$ cat config.mk
export PLATFORM = sky130hd
export DESIGN_NAME = mem_port_arbiter_flat
export DESIGN_NICKNAME = d
export VERILOG_FILES = /design/src/rtl/mem_port_arbiter_if.sv /design/src/rtl/mem_port_arbiter.sv /design/src/flat_wrapper.sv
export SDC_FILE = /design/constraint.sdc
export NUM_CORES = 1
export LEC_CHECK = 0
export ABC_AREA = 0
export BUFFER_PORTS_ARGS = -buffer_cell sky130_fd_sc_hd__buf_2
export CORE_AREA = 2 2 149 151
export CTS_CLUSTER_DIAMETER = 50
export DETAILED_ROUTE_END_ITERATION = 8
export DIE_AREA = 0 0 151 153
export PLACE_DENSITY_LB_ADDON = 0.2
export SYNTH_ARGS = -nofsm -noshare
export SYNTH_HDL_FRONTEND = slang
export SYNTH_SLANG_ARGS = --single-unit
$ cat constraint.sdc
create_clock -name clk -period 3.75 [get_ports clk]
set_input_delay 0.75 -clock clk [delete_from_list [all_inputs] [get_ports clk]]
set_output_delay 0.75 -clock clk [all_outputs]
set_load 0.005 [all_outputs]
$ cat src/rtl/mem_port_arbiter_if.sv
// Bundle of requester, response and memory/CSR signals shared by mem_port_arbiter and its environment.
// The arbiter side uses the slave modport; requesters and memory models use master.
interface mem_port_arbiter_if #(
   parameter int NUM_REQ = 3
);
   logic [NUM_REQ-1:0]    IN_req_valid;
   logic [NUM_REQ-1:0]    IN_req_we;
   logic [NUM_REQ*30-1:0] IN_req_addr;
   logic [NUM_REQ*32-1:0] IN_req_data;
   logic [NUM_REQ*4-1:0]  IN_req_wm;
   logic [NUM_REQ-1:0]    OUT_req_ready;
   logic [NUM_REQ-1:0]    IN_rsp_kill;
   logic [NUM_REQ-1:0]    OUT_rsp_valid;
   logic [31:0]           OUT_rsp_data;
   logic [29:0]           OUT_MEM_addr;
   logic [31:0]           OUT_MEM_data;
   logic                  OUT_MEM_we;
   logic                  OUT_MEM_ce;
   logic [3:0]            OUT_MEM_wm;
   logic                  OUT_CSR_ce;
   logic [31:0]           IN_MEM_data;
   logic [31:0]           IN_CSR_data;
   logic                  IN_IO_busy;

   modport slave (
      input  IN_req_valid, IN_req_we, IN_req_addr, IN_req_data, IN_req_wm,
      input  IN_rsp_kill, IN_MEM_data, IN_CSR_data, IN_IO_busy,
      output OUT_req_ready, OUT_rsp_valid, OUT_rsp_data,
      output OUT_MEM_addr, OUT_MEM_data, OUT_MEM_we, OUT_MEM_ce, OUT_MEM_wm, OUT_CSR_ce
   );

   modport master (
      output IN_req_valid, IN_req_we, IN_req_addr, IN_req_data, IN_req_wm,
      output IN_rsp_kill, IN_MEM_data, IN_CSR_data, IN_IO_busy,
      input  OUT_req_ready, OUT_rsp_valid, OUT_rsp_data,
      input  OUT_MEM_addr, OUT_MEM_data, OUT_MEM_we, OUT_MEM_ce, OUT_MEM_wm, OUT_CSR_ce
   );
endinterface

$ cat src/rtl/mem_port_arbiter.sv
// Fixed-priority SRAM/CSR port arbiter with anti-starvation promotion and MMIO ordering gates.
// Define MEMARB_PERF_EN to add the conflict and forced-promotion performance counters.
module mem_port_arbiter #(
   parameter int NUM_REQ      = 3,
   parameter int STARVE_LIMIT = 7
) (
   input  logic                 clk,
   input  logic                 rst,
   mem_port_arbiter_if.slave    bus
`ifdef MEMARB_PERF_EN
   ,
   output logic [31:0]          OUT_perf_conflicts,
   output logic [31:0]          OUT_perf_starve
`endif
);

   localparam int AGE_W = $clog2(STARVE_LIMIT + 1);
   localparam logic [AGE_W-1:0] AGE_MAX = AGE_W'(STARVE_LIMIT);

   logic [AGE_W-1:0]   age [1:NUM_REQ-1];
   logic [NUM_REQ-1:0] is_io;
   logic [NUM_REQ-1:0] elig;
   logic [NUM_REQ-1:0] starve;
   logic [NUM_REQ-1:0] grant;
   logic               any_grant;
   logic               sel_we;
   logic               sel_io;
   logic [29:0]        sel_addr;
   logic [31:0]        sel_data;
   logic [3:0]         sel_wm;
   logic [NUM_REQ-1:0] rsp_sel;
   logic               rsp_io;
   logic               io_hold;

   always_comb begin
      is_io  = '0;
      elig   = '0;
      starve = '0;
      for (int k = 0; k < NUM_REQ; k++) begin
         is_io[k] = (bus.IN_req_addr[30*k+22 +: 8] == 8'hff);
         elig[k]  = bus.IN_req_valid[k] & ~(is_io[k] & (bus.IN_IO_busy | io_hold));
      end
      for (int k = 1; k < NUM_REQ; k++)
         starve[k] = elig[k] && (age[k] == AGE_MAX);
   end

   // Descending loops let the lowest index overwrite higher ones.
   always_comb begin
      grant = '0;
      if (rst) begin
         if (|starve) begin
            for (int k = NUM_REQ - 1; k >= 0; k--)
               if (starve[k]) begin
                  grant    = '0;
                  grant[k] = 1'b1;
               end
         end else begin
            for (int k = NUM_REQ - 1; k >= 0; k--)
               if (elig[k]) begin
                  grant    = '0;
                  grant[k] = 1'b1;
               end
         end
      end
   end

   always_comb begin
      sel_we   = 1'b0;
      sel_io   = 1'b0;
      sel_addr = '0;
      sel_data = '0;
      sel_wm   = '0;
      for (int k = 0; k < NUM_REQ; k++)
         if (grant[k]) begin
            sel_we   = bus.IN_req_we[k];
            sel_io   = is_io[k];
            sel_addr = bus.IN_req_addr[30*k +: 30];
            sel_data = bus.IN_req_data[32*k +: 32];
            sel_wm   = bus.IN_req_wm[4*k +: 4];
         end
   end

   assign any_grant         = |grant;
   assign bus.OUT_req_ready = grant;
   assign bus.OUT_MEM_addr  = sel_addr;
   assign bus.OUT_MEM_data  = sel_data;
   assign bus.OUT_MEM_wm    = sel_wm;
   assign bus.OUT_MEM_we    = ~(any_grant & sel_we);
   assign bus.OUT_MEM_ce    = ~(any_grant & ~sel_io);
   assign bus.OUT_CSR_ce    = ~(any_grant & sel_io);

   // IO-gated requesters hold their age so the gate cannot be used to jump the queue.
   always_ff @(posedge clk or negedge rst) begin
      if (!rst) begin
         for (int k = 1; k < NUM_REQ; k++)
            age[k] <= '0;
      end else begin
         for (int k = 1; k < NUM_REQ; k++) begin
            if (grant[k] || !bus.IN_req_valid[k])
               age[k] <= '0;
            else if (elig[k] && (age[k] != AGE_MAX))
               age[k] <= age[k] + AGE_W'(1);
         end
      end
   end

   always_ff @(posedge clk or negedge rst) begin
      if (!rst) begin
         rsp_sel <= '0;
         rsp_io  <= 1'b0;
         io_hold <= 1'b0;
      end else begin
         rsp_sel <= (any_grant && !sel_we) ? grant : '0;
         rsp_io  <= any_grant & ~sel_we & sel_io;
         io_hold <= any_grant & sel_we & sel_io;
      end
   end

   assign bus.OUT_rsp_valid = rsp_sel & ~bus.IN_rsp_kill;
   assign bus.OUT_rsp_data  = rsp_io ? bus.IN_CSR_data : bus.IN_MEM_data;

`ifdef MEMARB_PERF_EN
   logic        forced;
   logic [31:0] conflicts_cnt;
   logic [31:0] starve_cnt;

   assign forced = rst & (|starve);

   always_ff @(posedge clk or negedge rst) begin
      if (!rst) begin
         conflicts_cnt <= '0;
         starve_cnt    <= '0;
      end else begin
         if ($countones(bus.IN_req_valid) > 1)
            conflicts_cnt <= conflicts_cnt + 32'd1;
         if (forced)
            starve_cnt <= starve_cnt + 32'd1;
      end
   end

   assign OUT_perf_conflicts = conflicts_cnt;
   assign OUT_perf_starve    = starve_cnt;
`endif

endmodule

$ cat src/flat_wrapper.sv
// flat-port wrapper written by rule: the top's interface ports become plain ports
module mem_port_arbiter_flat 
#(
   parameter int NUM_REQ      = 3,
   parameter int STARVE_LIMIT = 7
)
  (clk, rst, bus_IN_req_valid, bus_IN_req_we, bus_IN_req_addr, bus_IN_req_data, bus_IN_req_wm, bus_IN_rsp_kill, bus_IN_MEM_data, bus_IN_CSR_data, bus_IN_IO_busy, bus_OUT_req_ready, bus_OUT_rsp_valid, bus_OUT_rsp_data, bus_OUT_MEM_addr, bus_OUT_MEM_data, bus_OUT_MEM_we, bus_OUT_MEM_ce, bus_OUT_MEM_wm, bus_OUT_CSR_ce);
  mem_port_arbiter_if #(.NUM_REQ(NUM_REQ)) bus_i ();
  input  logic clk;
  input  logic rst;
  input wire logic [$bits(bus_i.IN_req_valid)-1:0] bus_IN_req_valid;
  input wire logic [$bits(bus_i.IN_req_we)-1:0] bus_IN_req_we;
  input wire logic [$bits(bus_i.IN_req_addr)-1:0] bus_IN_req_addr;
  input wire logic [$bits(bus_i.IN_req_data)-1:0] bus_IN_req_data;
  input wire logic [$bits(bus_i.IN_req_wm)-1:0] bus_IN_req_wm;
  input wire logic [$bits(bus_i.IN_rsp_kill)-1:0] bus_IN_rsp_kill;
  input wire logic [$bits(bus_i.IN_MEM_data)-1:0] bus_IN_MEM_data;
  input wire logic [$bits(bus_i.IN_CSR_data)-1:0] bus_IN_CSR_data;
  input wire logic [$bits(bus_i.IN_IO_busy)-1:0] bus_IN_IO_busy;
  output wire logic [$bits(bus_i.OUT_req_ready)-1:0] bus_OUT_req_ready;
  output wire logic [$bits(bus_i.OUT_rsp_valid)-1:0] bus_OUT_rsp_valid;
  output wire logic [$bits(bus_i.OUT_rsp_data)-1:0] bus_OUT_rsp_data;
  output wire logic [$bits(bus_i.OUT_MEM_addr)-1:0] bus_OUT_MEM_addr;
  output wire logic [$bits(bus_i.OUT_MEM_data)-1:0] bus_OUT_MEM_data;
  output wire logic [$bits(bus_i.OUT_MEM_we)-1:0] bus_OUT_MEM_we;
  output wire logic [$bits(bus_i.OUT_MEM_ce)-1:0] bus_OUT_MEM_ce;
  output wire logic [$bits(bus_i.OUT_MEM_wm)-1:0] bus_OUT_MEM_wm;
  output wire logic [$bits(bus_i.OUT_CSR_ce)-1:0] bus_OUT_CSR_ce;
  assign bus_i.IN_req_valid = bus_IN_req_valid;
  assign bus_i.IN_req_we = bus_IN_req_we;
  assign bus_i.IN_req_addr = bus_IN_req_addr;
  assign bus_i.IN_req_data = bus_IN_req_data;
  assign bus_i.IN_req_wm = bus_IN_req_wm;
  assign bus_i.IN_rsp_kill = bus_IN_rsp_kill;
  assign bus_i.IN_MEM_data = bus_IN_MEM_data;
  assign bus_i.IN_CSR_data = bus_IN_CSR_data;
  assign bus_i.IN_IO_busy = bus_IN_IO_busy;
  assign bus_OUT_req_ready = bus_i.OUT_req_ready;
  assign bus_OUT_rsp_valid = bus_i.OUT_rsp_valid;
  assign bus_OUT_rsp_data = bus_i.OUT_rsp_data;
  assign bus_OUT_MEM_addr = bus_i.OUT_MEM_addr;
  assign bus_OUT_MEM_data = bus_i.OUT_MEM_data;
  assign bus_OUT_MEM_we = bus_i.OUT_MEM_we;
  assign bus_OUT_MEM_ce = bus_i.OUT_MEM_ce;
  assign bus_OUT_MEM_wm = bus_i.OUT_MEM_wm;
  assign bus_OUT_CSR_ce = bus_i.OUT_CSR_ce;
  mem_port_arbiter #(.NUM_REQ(NUM_REQ), .STARVE_LIMIT(STARVE_LIMIT)) u_core (.clk(clk), .rst(rst), .bus(bus_i));
endmodule
==> metrics.txt <==
status completed; crit path kind input pin to primary output; Top Usage Layer GRT met2; Switching Fraction 0.3176; Least-Margin Pin Slew 708.3 ps; post-synthesis sequential area ratio 0.1297; TritonCTS clock tree yes; GPL Wtd Cong 0.7605; max-cap viol count 0; Chip Width 151 µm; Slew HR 0.5237; WP data required 3000 ps; Synth Flop Type dfrtp_1; Max VDD drop 0.0001068 V; I/O pin count 381; Setup Buffers After CTS 0; drc violations 0; clock slew at the register clock pins of the worst setup and hold paths 40 ps; Pwr Total 741.2 µW; clk root buf clkbuf_16; DRT antenna net count 0; Leak Pwr 2.768 nW; asr flop ratio synth 1.000; Gate power share 0.564; IO buf count 380; first-pass GRT wire length 19750 µm; worst hold path class input pin to asynchronous set/reset pin; die area 23100 µm²; total track usage 0.1075; reg2reg setup slack 1420 ps; Int Pwr 505.8 µW; top cell type by total area after synthesis a222oi_1; largest net degree at the start of global routing 47; CTS Buf Count 3; site row count 54; die height 153 µm; final hold vios 0; Pre-antenna DRT Iters 8; Yosys reg bits 11; Synth area leaders a222oi_1, mux2_2, dfrtp_1, inv_1, buf_2; area grow syn2layout 110.4%; final worst-path cycle share 0.9229; Synth Net Count 538; drt wl/cell 15.27 µm; Sw Pwr 235.4 µW; CP arrival 2710 ps; routed wire length 13830 µm; GR met2 Demand/Resource 0.2219; R2R depth 10; later-pin clock latency in the skew report 240 ps; global route overflow 0; final setup violation count 0; vias in the first global route 3816; Max Slew Vio Count 0; Compound-Gate Fraction of Synth Area 0.3726; Setup TNS Final 0 ps; area of the core 21490 µm²; met3 Use GR 0.01612; adder-cell share of the synthesized area 0.02358; mux contribution to synthesized area 0.1934; yosys warns 0; clock sinks 11; vias per cell 4.155; Tmin final 3461 ps; DPL Wire Length 11640 µm; total number of vias 3764; Commonest cells post-synth inv_1, a222oi_1, mux2_2; largest family of logic cells by synthesized area compound AO/OA/AOI/OAI gates; Post-Syn Instances 260; Ant. Diodes 0; met1 Use GR 0.1123; Post-Synth Simple-Gate Area 0.08726; initial antenna violation count 1; post-synth top area share 0.3113; Fmax achieved 0.2889 GHz; Post-CTS Hold Buffers 0; mean post-synth cell area 8.162 µm²; Synth Area in XOR/XNOR 0.008255; number of flops mapped to enable cells by yosys 0; Max Root-Sink Buffers 2; DRT iter0 DRCs 338; RSZ-0062 raised after global routing false; Mapped Area 2122 µm²; type of origin of the critical path input pin; count leader, synth inv_1; htree depth 1; Worst Skew 1.189 ps; fraction of layout cells with a size suffix above 1 0.6869; distinct cell type count after synthesis 31; CP endpoint kind primary output; Initial Util 0.09877; post_cts resized 0; clock power share 0.260; pwr dens 166.0 nW/µm²; nets 905; sequential share of power 0.176; Critical Path Fanout Max 31
worst max-delay path, cell delays in order:
cell and delay, ps:
buf_2 100, nand4_1 210, o31ai_1 430, a22o_1 210, and4_2 300, buf_12 200, mux2i_1 330, buf_2 180
cells by family after synthesis:
family                   after synthesis
XOR/XNOR                               2
buffers and inverters                 95
AO/OA/AOI/OAI                         81
AND/OR/NAND/NOR                       30
adder cells (fa/ha/maj)                4
multiplexers                          37
flip-flops                            11
power groups by stage:
stage	Sequential, mW	Combinational [mW]	Clock (mW)
2_1_floorplan	0.131	0.156	0
3_3_place_gp	0.132	0.425	0
3_5_place_dp	0.132	0.421	0
4_1_cts	0.130	0.423	0.199
5_1_grt	0.131	0.464	0.204
6_report	0.130	0.418	0.193
per-stage QoR:
stage / utilization / hold slack, ps / area (µm²) / instances / worst slack (ps)
2_1_floorplan: - / 454.4 / 2122 / 260 / 884.7
3_3_place_gp: 0.2042 / 517.6 / 4387 / 902 / 329.1
3_5_place_dp: 0.2042 / 522.4 / 4387 / 902 / 279.5
4_1_cts: 0.2078 / 467.0 / 4466 / 906 / 292.8
5_1_grt: 0.2078 / 471.9 / 4466 / 906 / 183.3
6_report: 0.2078 / 456.5 / 4466 / 906 / 289.1
flip-flops by register name, summed over array words and instances (netlist names):
register	cells
u_core.age	6
u_core.rsp_sel	3
u_core.io_hold	1
u_core.rsp_io	1
placed cells by master, fill, tap and decap left out, types with 4 or more instances in the layout:
cell type	instances
buf_2	380
a222oi_1	66
buf_12	6
ha_1	4
mux2i_1	5
nor2_1	10
inv_1	68
nand4_1	6
nor2b_1	5
dfrtp_1	11
mux2_2	32
routing by layer:
metal / up-vias / wire, µm
met1: 1747 / 4981
li1: 1772 / -
met2: 237 / 7461
met5: - / 0
met3: 8 / 1270
met4: 0 / 120
final timing paths:
path,from,end
max in group asynchronous,rst,u_core.age[2]$_DFFE_PN0P_
min in group clk,u_core.age[1]$_DFFE_PN0P_,u_core.age[1]$_DFFE_PN0P_
max reg2reg,u_core.age[3]$_DFFE_PN0P_,u_core.rsp_io$_DFF_PN0_
max,bus_IN_req_addr[59],bus_OUT_MEM_we
min reg2reg,u_core.age[1]$_DFFE_PN0P_,u_core.age[1]$_DFFE_PN0P_
min,rst,u_core.age[3]$_DFFE_PN0P_
area by class of cell:
class | count | area (µm²)
fill | 2446 | 17020
timing repair buffer | 389 | 2044
multi-input combinational | 154 | 1461
tap | 280 | 350.3
sequential | 11 | 275.3
inverter | 68 | 255.2
clock buffer | 4 | 78.83
Power figures use the tool's default switching activity.
